### src/rtl/fcs_deserializer.sv
`default_nettype none
// ============================================================================
//  Module      : fcs_deserializer
//  Description : Reassembles a serially received FCS (LSB first) into a
//                parallel remainder and compares it against a locally
//                computed FCS. A three-state FSM (IDLE / RECV / DONE) tracks
//                the frame. Every output is registered.
//  Revision    : 1.0 - initial release
// ----------------------------------------------------------------------------
//  Parameters
//    GEN_WIDTH    generator polynomial width (default 17)
//    REM_WIDTH    FCS remainder width in bits (default GEN_WIDTH-1)
//  Ports
//    CLK          in   1          system clock, rising edge
//    RST          in   1          asynchronous reset, active low
//    Ser_In       in   1          serial FCS bit, LSB first
//    Valid_In     in   1          high only in the cycle carrying bit 0
//    Rx_enable    in   1          high for the whole frame; low = idle/abort
//    Expected_FCS in   REM_WIDTH  locally computed FCS
//    Rx_FCS       out  REM_WIDTH  last fully assembled remainder
//    Rx_done      out  1          one-cycle pulse on frame completion
//    FCS_ok       out  1          assembled value equals Expected_FCS
//    FCS_err      out  1          assembled value differs from Expected_FCS
//    Busy         out  1          reception in progress
//    Abort        out  1          one-cycle pulse when a partial frame is lost
// ============================================================================
module fcs_deserializer #(
    parameter int GEN_WIDTH = 17,
    parameter int REM_WIDTH = GEN_WIDTH - 1
) (
    input  logic                 CLK,
    input  logic                 RST,
    input  logic                 Ser_In,
    input  logic                 Valid_In,
    input  logic                 Rx_enable,
    input  logic [REM_WIDTH-1:0] Expected_FCS,
    output logic [REM_WIDTH-1:0] Rx_FCS,
    output logic                 Rx_done,
    output logic                 FCS_ok,
    output logic                 FCS_err,
    output logic                 Busy,
    output logic                 Abort
);

    localparam int CNT_WIDTH = $clog2(REM_WIDTH) + 1;
    localparam logic [CNT_WIDTH-1:0] CNT_FULL = CNT_WIDTH'(REM_WIDTH);

    typedef enum logic [1:0] {
        IDLE = 2'd0,
        RECV = 2'd1,
        DONE = 2'd2
    } state_t;

    state_t                 state, state_n;
    logic [CNT_WIDTH-1:0]   cnt, cnt_n;
    logic [REM_WIDTH-1:0]   shreg, shreg_n;
    logic [REM_WIDTH-1:0]   rx_fcs_n;
    logic                   done_n, ok_n, err_n, abort_n;
    logic                   frame_start;

    // Bits enter at the MSB and walk down, so after REM_WIDTH samples bit 0
    // lands at index 0. Shifting a (REM_WIDTH+1)-bit concatenation keeps the
    // expression legal even for REM_WIDTH = 1.
    logic [REM_WIDTH:0]     shift_ext;
    logic [REM_WIDTH:0]     start_ext;
    logic [REM_WIDTH-1:0]   shift_word;
    logic [REM_WIDTH-1:0]   start_word;

    assign frame_start = Valid_In & Rx_enable;
    assign shift_ext   = {Ser_In, shreg} >> 1;
    assign start_ext   = {Ser_In, {REM_WIDTH{1'b0}}} >> 1;
    assign shift_word  = shift_ext[REM_WIDTH-1:0];
    assign start_word  = start_ext[REM_WIDTH-1:0];

    always_comb begin
        state_n  = state;
        cnt_n    = cnt;
        shreg_n  = shreg;
        rx_fcs_n = Rx_FCS;
        done_n   = 1'b0;
        ok_n     = FCS_ok;
        err_n    = FCS_err;
        abort_n  = 1'b0;

        case (state)
            IDLE, DONE: begin
                if (frame_start) begin
                    state_n = RECV;
                    cnt_n   = CNT_WIDTH'(1);
                    shreg_n = start_word;
                    ok_n    = 1'b0;
                    err_n   = 1'b0;
                end else begin
                    state_n = IDLE;
                end
            end
            RECV: begin
                if (!Rx_enable) begin
                    // Link dropped mid-frame: throw the partial word away.
                    state_n = IDLE;
                    cnt_n   = '0;
                    shreg_n = '0;
                    abort_n = 1'b1;
                end else if (Valid_In) begin
                    // Resync: a new bit 0 arrived before the old frame ended.
                    cnt_n   = CNT_WIDTH'(1);
                    shreg_n = start_word;
                    ok_n    = 1'b0;
                    err_n   = 1'b0;
                    abort_n = 1'b1;
                end else begin
                    cnt_n   = cnt + CNT_WIDTH'(1);
                    shreg_n = shift_word;
                end
            end
            default: begin
                state_n = IDLE;
                cnt_n   = '0;
                shreg_n = '0;
            end
        endcase

        // Completion is detected on the edge that samples the last bit, so
        // the result is published without an extra cycle of latency.
        if (state_n == RECV && cnt_n == CNT_FULL) begin
            rx_fcs_n = shreg_n;
            ok_n     = (shreg_n == Expected_FCS);
            err_n    = (shreg_n != Expected_FCS);
            done_n   = 1'b1;
            state_n  = DONE;
            cnt_n    = '0;
            shreg_n  = '0;
        end
    end

    always_ff @(posedge CLK or negedge RST) begin
        if (!RST) begin
            state   <= IDLE;
            cnt     <= '0;
            shreg   <= '0;
            Rx_FCS  <= '0;
            Rx_done <= 1'b0;
            FCS_ok  <= 1'b0;
            FCS_err <= 1'b0;
            Busy    <= 1'b0;
            Abort   <= 1'b0;
        end else begin
            state   <= state_n;
            cnt     <= cnt_n;
            shreg   <= shreg_n;
            Rx_FCS  <= rx_fcs_n;
            Rx_done <= done_n;
            FCS_ok  <= ok_n;
            FCS_err <= err_n;
            Busy    <= (state_n == RECV);
            Abort   <= abort_n;
        end
    end

endmodule
`default_nettype wire

### config.mk
export PLATFORM = sky130hd
export DESIGN_NAME = fcs_deserializer
export DESIGN_NICKNAME = d
export VERILOG_FILES = /design/src/rtl/fcs_deserializer.sv
export SDC_FILE = /design/constraint.sdc
export NUM_CORES = 1
export LEC_CHECK = 0
export ABC_AREA = 1
export BUFFER_PORTS_ARGS = -buffer_cell sky130_fd_sc_hd__buf_2
export CELL_PAD_IN_SITES_DETAIL_PLACEMENT = 0
export CELL_PAD_IN_SITES_GLOBAL_PLACEMENT = 2
export CORE_MARGIN = 5
export CORE_UTILIZATION = 34
export CTS_CLUSTER_SIZE = 16
export DETAILED_ROUTE_END_ITERATION = 12
export PLACE_DENSITY = 0.88
export SYNTH_ARGS = -nofsm -noshare
export SYNTH_HDL_FRONTEND = slang
export SYNTH_SLANG_ARGS = --single-unit
### constraint.sdc
create_clock -name CLK -period 3.5 [get_ports CLK]
set_input_delay 1.05 -clock CLK [delete_from_list [all_inputs] [get_ports CLK]]
set_output_delay 1.05 -clock CLK [all_outputs]
set_load 0.05 [all_outputs]
## Word-level counts from Yosys, hierarchy flattened

Index checks and enable logic that the tools add are counted.

| storage, ports and cells | value |
|---|---|
| register bits | 44 |
| output and inout port bits | 21 |
| word-level logic and storage cells | 50 |

| cells by class | value |
|---|---|
| $add $sub $neg | 1 |
| equality and inequality tests | 10 |
| mux-type cells | 24 |
| bitwise logic cells | 1 |
| reductions and logical operators | 5 |

Operators by type and width:

| operator | count |
|---|---|
| $mux 16 | 3 |
| $pmux 16 s2 | 1 |
| $mux 5 | 4 |
| $eq 16x16->1 | 1 |
| $ne 16x16->1 | 1 |
| $mux 15 | 1 |
| $mux 1 | 10 |
| $pmux 5 s2 | 1 |
| $ne 3x3->1 const B | 3 |
| $eq 2x1->1 const B | 3 |
| $add 5x1->5 const B | 1 |
| $eq 5x5->1 const B | 1 |
| $mux 2 | 2 |
| $pmux 2 s2 | 1 |
| $reduce_and 4->1 | 1 |
| $reduce_bool 3->1 | 1 |
| $eq 2x2->1 const B | 1 |
| $logic_not 2->1 | 1 |
| $pmux 1 s2 | 1 |
| $reduce_or 2->1 | 1 |
| $and 1x1->1 | 1 |
| $logic_and 1x1->1 | 1 |

## Depth between registers and ports, before layout

| logic depth | value |
|---|---|
| word-level depth | 8 |
| gate-level depth with buffers | 14 |

## Worst setup path before layout

OpenSTA, ideal clock, no wires.

| timing path | value |
|---|---|
| path type | input to register |
| start point | input port Rx_enable |
| end point | register Rx_FCS[14] |
| setup time | 0.120 ns |
| arrival | 2.003 ns |
| data required time | 3.380 ns |
| setup slack | 1.377 ns |
| cell stages on the path | 9 |
| path buffers | 1 |
| cell sequence | nand2_2 > inv_1 > o21ai_1 > nand3_1 > nor2_2 > nand3_4 > buf_6 > nand2_1 > o21ai_2 |

| on the way | value |
|---|---|
| cells in the longest elaborated chain, start to end | 5 |
| elaborated cells on any way between the ends | 13 |

Ends and longest elaborated chain:

| element | line | text |
|---|---|---|
| start: declaration | 35 | `input logic Rx_enable,` |
| $and 1x1->1 | 69 | `assign frame_start = Valid_In & Rx_enable;` |
| $mux 5 / $mux 1 (equally long branches) | 87 | `if (frame_start) begin` |
| $pmux 5 s2 / $pmux 2 s2 (equally long branches) | 85 | `case (state)` |
| $eq 5x5->1 / $eq 2x1->1 (equally long branches) | 125 | `if (state_n == RECV && cnt_n == CNT_FULL) begin` |
| $logic_and 1x1->1 | 125 |  |
| end signal: assignment | 151 | `Rx_FCS <= rx_fcs_n;` |
| end: declaration | 37 | `output logic [REM_WIDTH-1:0] Rx_FCS,` |

Several ways; a longest one is shown, not always the timed one.
A chain may end at the register's enable or synchronous reset.

## Worst setup path after layout

| timing path | value |
|---|---|
| start point | input port Rx_enable |
| end point | register FCS_ok |

| on the way | value |
|---|---|
| cells in the longest elaborated chain, start to end | 7 |
| elaborated cells on any way between the ends | 20 |

Ends and longest elaborated chain:

| element | line | text |
|---|---|---|
| $and 1x1->1 | 69 |  |
| $mux 5 / $mux 1 (equally long branches) | 87 |  |
| $pmux 5 s2 / $pmux 2 s2 (equally long branches) | 85 |  |
| $eq 5x5->1 / $eq 2x1->1 (equally long branches) | 125 |  |
| $logic_and 1x1->1 | 125 |  |
| $ne 3x3->1 (no line) / $reduce_bool 3->1 (equally long branches) | -- |  |
| $reduce_and 4->1 (no line) | -- |  |
| end signal: assignment | 153 | `FCS_ok <= ok_n;` |
| end: declaration | 39 | `output logic FCS_ok,` |

Several ways; a longest one is shown, not always the timed one.

==> metrics.md <==
| Metric | Value |
|---|---|
| Outcome | `finished, final reports clean` |
| Fin Clk Skew | `0.0109 ns` |
| Final Non-Filler Cells | `454` |
| Pwr/cell area | `374 nW/um2` |
| Num rows | `30` |
| Worst endpoint required time | `~3.7 ns` |
| Adder-Cell Fraction of Synth Area | `0.520%` |
| Final ANT Viol Nets | `0` |
| I/O pins | `between 40 and 50` |
| Largest cells by area after synthesis | `dfrtp_1 (46%), nand2_1 (15%), nand3_1 (9.8%)` |
| DP HPWL | `about 4.5 mm` |
| DIE WIDTH | `94.1 um` |
| #FFs+latches synth | `44` |
| Vias | `between 2000 and 2500` |
| CTS Hold Buffers Added | `0` |
| Starting Density | `35.2%` |
| Syn_nets | `about 340` |
| DRC errors left | `0` |
| Clock tree sinks | `44` |
| CTS max path bufs | `2` |
| Clk slew on worst S/H paths | `0.09 ns` |
| Clock period minus worst slack | `2.60 ns` |
| Worst-case reg-to-reg path depth | `10` |
| WHS Endpoint | `Rx_FCS[6]` |
| Net switching power | `274 uW` |
| Placed inst area | `2670 um2` |
| TritonCTS clock tree | `done` |
| Yosys cell types | `20` |
| Critical path class | `primary input to register` |
| Max Cap Viol | `0` |
| Switching part of the total | `26.5%` |
| Total gr overflow | `0` |
| Global-route wire length before repair | `between 10 and 15 mm` |
| WHS Path Cells | `2` |
| Lkg Pwr | `1.44 nW` |
| Least-Margin Pin Slew | `around 1 ns` |
| Mux contribution to synthesized area | `0%` |
| Largest family of logic cells by synthesized area | `simple AND/OR/NAND/NOR gates` |
| Sequential share of power | `51.1%` |
| Clk root buf | `clkbuf_8` |
| Hold_sp | `Rx_FCS[6]` |
| Die Height | `94.1 um` |
| RSZ-0062 raised after global routing | `no` |
| Vias in the first global route | `1992` |
| Slew headroom | `33.2%` |
| Post-synth top area cell | `dfrtp_1` |
| DR WL/cell | `13.8 um` |
| Post-synth top area share | `45.7%` |
| Final critical-path share of the clock period | `74.3%` |
| Final setup viols | `0` |
| Total number of yosys warnings | `0` |
| Routed WL | `around 6.2 mm` |
| Total die area | `between 8000 and 9000 um2` |
| Worst skew pair latency | `0.30 ns` |
| Register area share after synthesis | `a little under half` |
| Fraction of the mapped netlist area in simple logic gates | `33.0%` |
| Synth Cell Area | `around 2400 um2` |
| Fillers | `between 700 and 800` |
| Final hold vios | `0` |
| Synth Area in Compound Gates | `under 10%` |
| CP Capture Type | `register` |
| Resized cells post-CTS | `0` |
| Number of CTS-inserted buffers | `5` |
| Placer Congestion | `0.798` |
| Internal reg-to-reg setup slack | `1.23 ns` |
| Max IR drop VDD | `~0.24 mV` |
| Nature of the critical path startpoint | `primary input` |
| Achievable frequency | `0.385 GHz` |
| Placed insts | `448` |
| Mean area per synthesized cell | `roughly 7.5 um2` |
| Layout Nets | `between 300 and 400` |
| Worst R2R Start | `state[1]` |
| Post CTS Setup Buffer Count | `0` |
| Area Growth Syn to Fin | `14.9%` |
| PortBufs | `41` |
| Gate power share | `12.4%` |
| Gr usage total | `14.9%` |
| Worst Hold Class | `register to register` |
| Max Slew Vio Count | `0` |
| Layout cells sized above 1 | `23.2%` |
| Pint | `759 uW` |
| Antenna Cells | `0` |
| Cells after Synth | `319` |
| First DRT Iteration DRCs | `93` |
| Pin count of the biggest net entering global routing | `45` |
| H-Tree Depth | `2` |
| Core area | `between 6000 and 7000 um2` |
| Initial antenna violation count | `0` |
| TNS Setup | `0 ns` |
| Router iterations before antenna repair | `4` |
| Post-route cell area | `about 2800 um2` |
| Vias per std cell | `4.65` |
| Clock share of power | `36.6%` |
| Critical path fanouts, max | `22` |
| XOR/XNOR Fraction of Synth Area | `0.364%` |
| Critical path arrival | `approximately 2.8 ns` |
| R2r endpoint | `FCS_ok` |
-- how the worst max path moves through the flow --
stage               from          to  slack [ns]  cells after the start
6_report       Rx_enable      FCS_ok        0.90                     11
5_1_grt        Rx_enable      FCS_ok        0.69                     11
4_1_cts        Rx_enable      FCS_ok        0.90                     11
3_5_place_dp   Rx_enable      FCS_ok        0.58                     11
3_3_place_gp   Rx_enable      FCS_ok        0.59                     11
2_1_floorplan  Rx_enable  Rx_FCS[14]        1.38                      9
-- state kept, by name, summed over array words and instances, names as in the netlist --
register / flops
Rx_FCS: 16
shreg: 16
cnt: 5
state: 2
Abort: 1
Busy: 1
FCS_err: 1
FCS_ok: 1
Rx_done: 1
-- metal layers --
| layer | track usage [%] | share of wire, % | vias up |
|---|---|---|---|
| met4 | 4.69 | 1.3 | 0 |
| met2 | 23.6 | 46 | 60 |
| li1 | - | - | 1077 |
| met5 | 0 | 0 | - |
| met1 | 20.4 | 47 | 966 |
| met3 | 3.13 | 5.9 | 8 |
-- layout by cell type, fill, tap and decap left out, drive strengths merged --
master,Yosys,final
xnor2,1,1
o21ai,31,31
nand3,48,48
nand4,1,1
bufinv,0,1
buf,11,44
dfrtp,44,44
ha,1,1
nor2,38,38
inv,45,45
clkbuf,0,5
o22ai,1,1
nand2,98,98
-- kinds of logic (layout without fill, tap and decap cells) --
logic type               Yosys count  in the layout
AND/OR/NAND/NOR                  185            185
AO/OA/AOI/OAI                     32             32
XOR/XNOR                           1              1
adder cells (fa/ha/maj)            1              1
buffers and inverters             56             95
flip-flops                        44             44
-- synth_stat cells, drive strengths merged --
master / count
o21ai: 31
inv: 45
o22ai: 1
xnor2: 1
ha: 1
nand4: 1
buf: 11
dfrtp: 44
nand3: 48
nor2: 38
nand2: 98
-- per-stage QoR --
step / util, % / hold WS, ns / setup slack, ns / total power, mW
finish: 40.5 / 0.480 / 0.900 / 1.03
global route: 40.5 / 0.499 / 0.686 / 1.08
CTS: 40.5 / 0.484 / 0.897 / 1.04
detailed placement: 39.0 / 0.462 / 0.584 / 0.666
global placement: 39.0 / 0.465 / 0.590 / 0.667
floorplan: - / 0.512 / 1.38 / 0.615
-- power groups by stage --
stage               clock network (mW)  registers (mW)  logic [mW]
floorplan                            0           0.544      0.0712
global placement                     0           0.538       0.129
detailed placement                   0           0.538       0.129
CTS                              0.388           0.527       0.130
global route                     0.410           0.529       0.144
finish                           0.378           0.528       0.128
-- critical path, cell delays in order --
cell     delay [ns]
buf_2          0.27
nand2_2        0.29
nand2_2        0.18
inv_2          0.10
nand2_1        0.07
nand2_1        0.07
nor2_2         0.15
nand3_4        0.08
inv_2          0.36
nand3_1        0.14
nand2_1        0.08
-- cell type report --
cell class                 instances  area [um2]  share of cell area (%)
clock buffer                       5        68.8                    2.49
tap                               96         120                    4.34
sequential                        44        1100                    39.8
inverter                          45         169                    6.11
clock inverter                     1        30.0                    1.09
multi-input combinational        219        1050                    37.9
timing repair buffer              44         228                    8.24
Power figures use the tool's default switching activity.
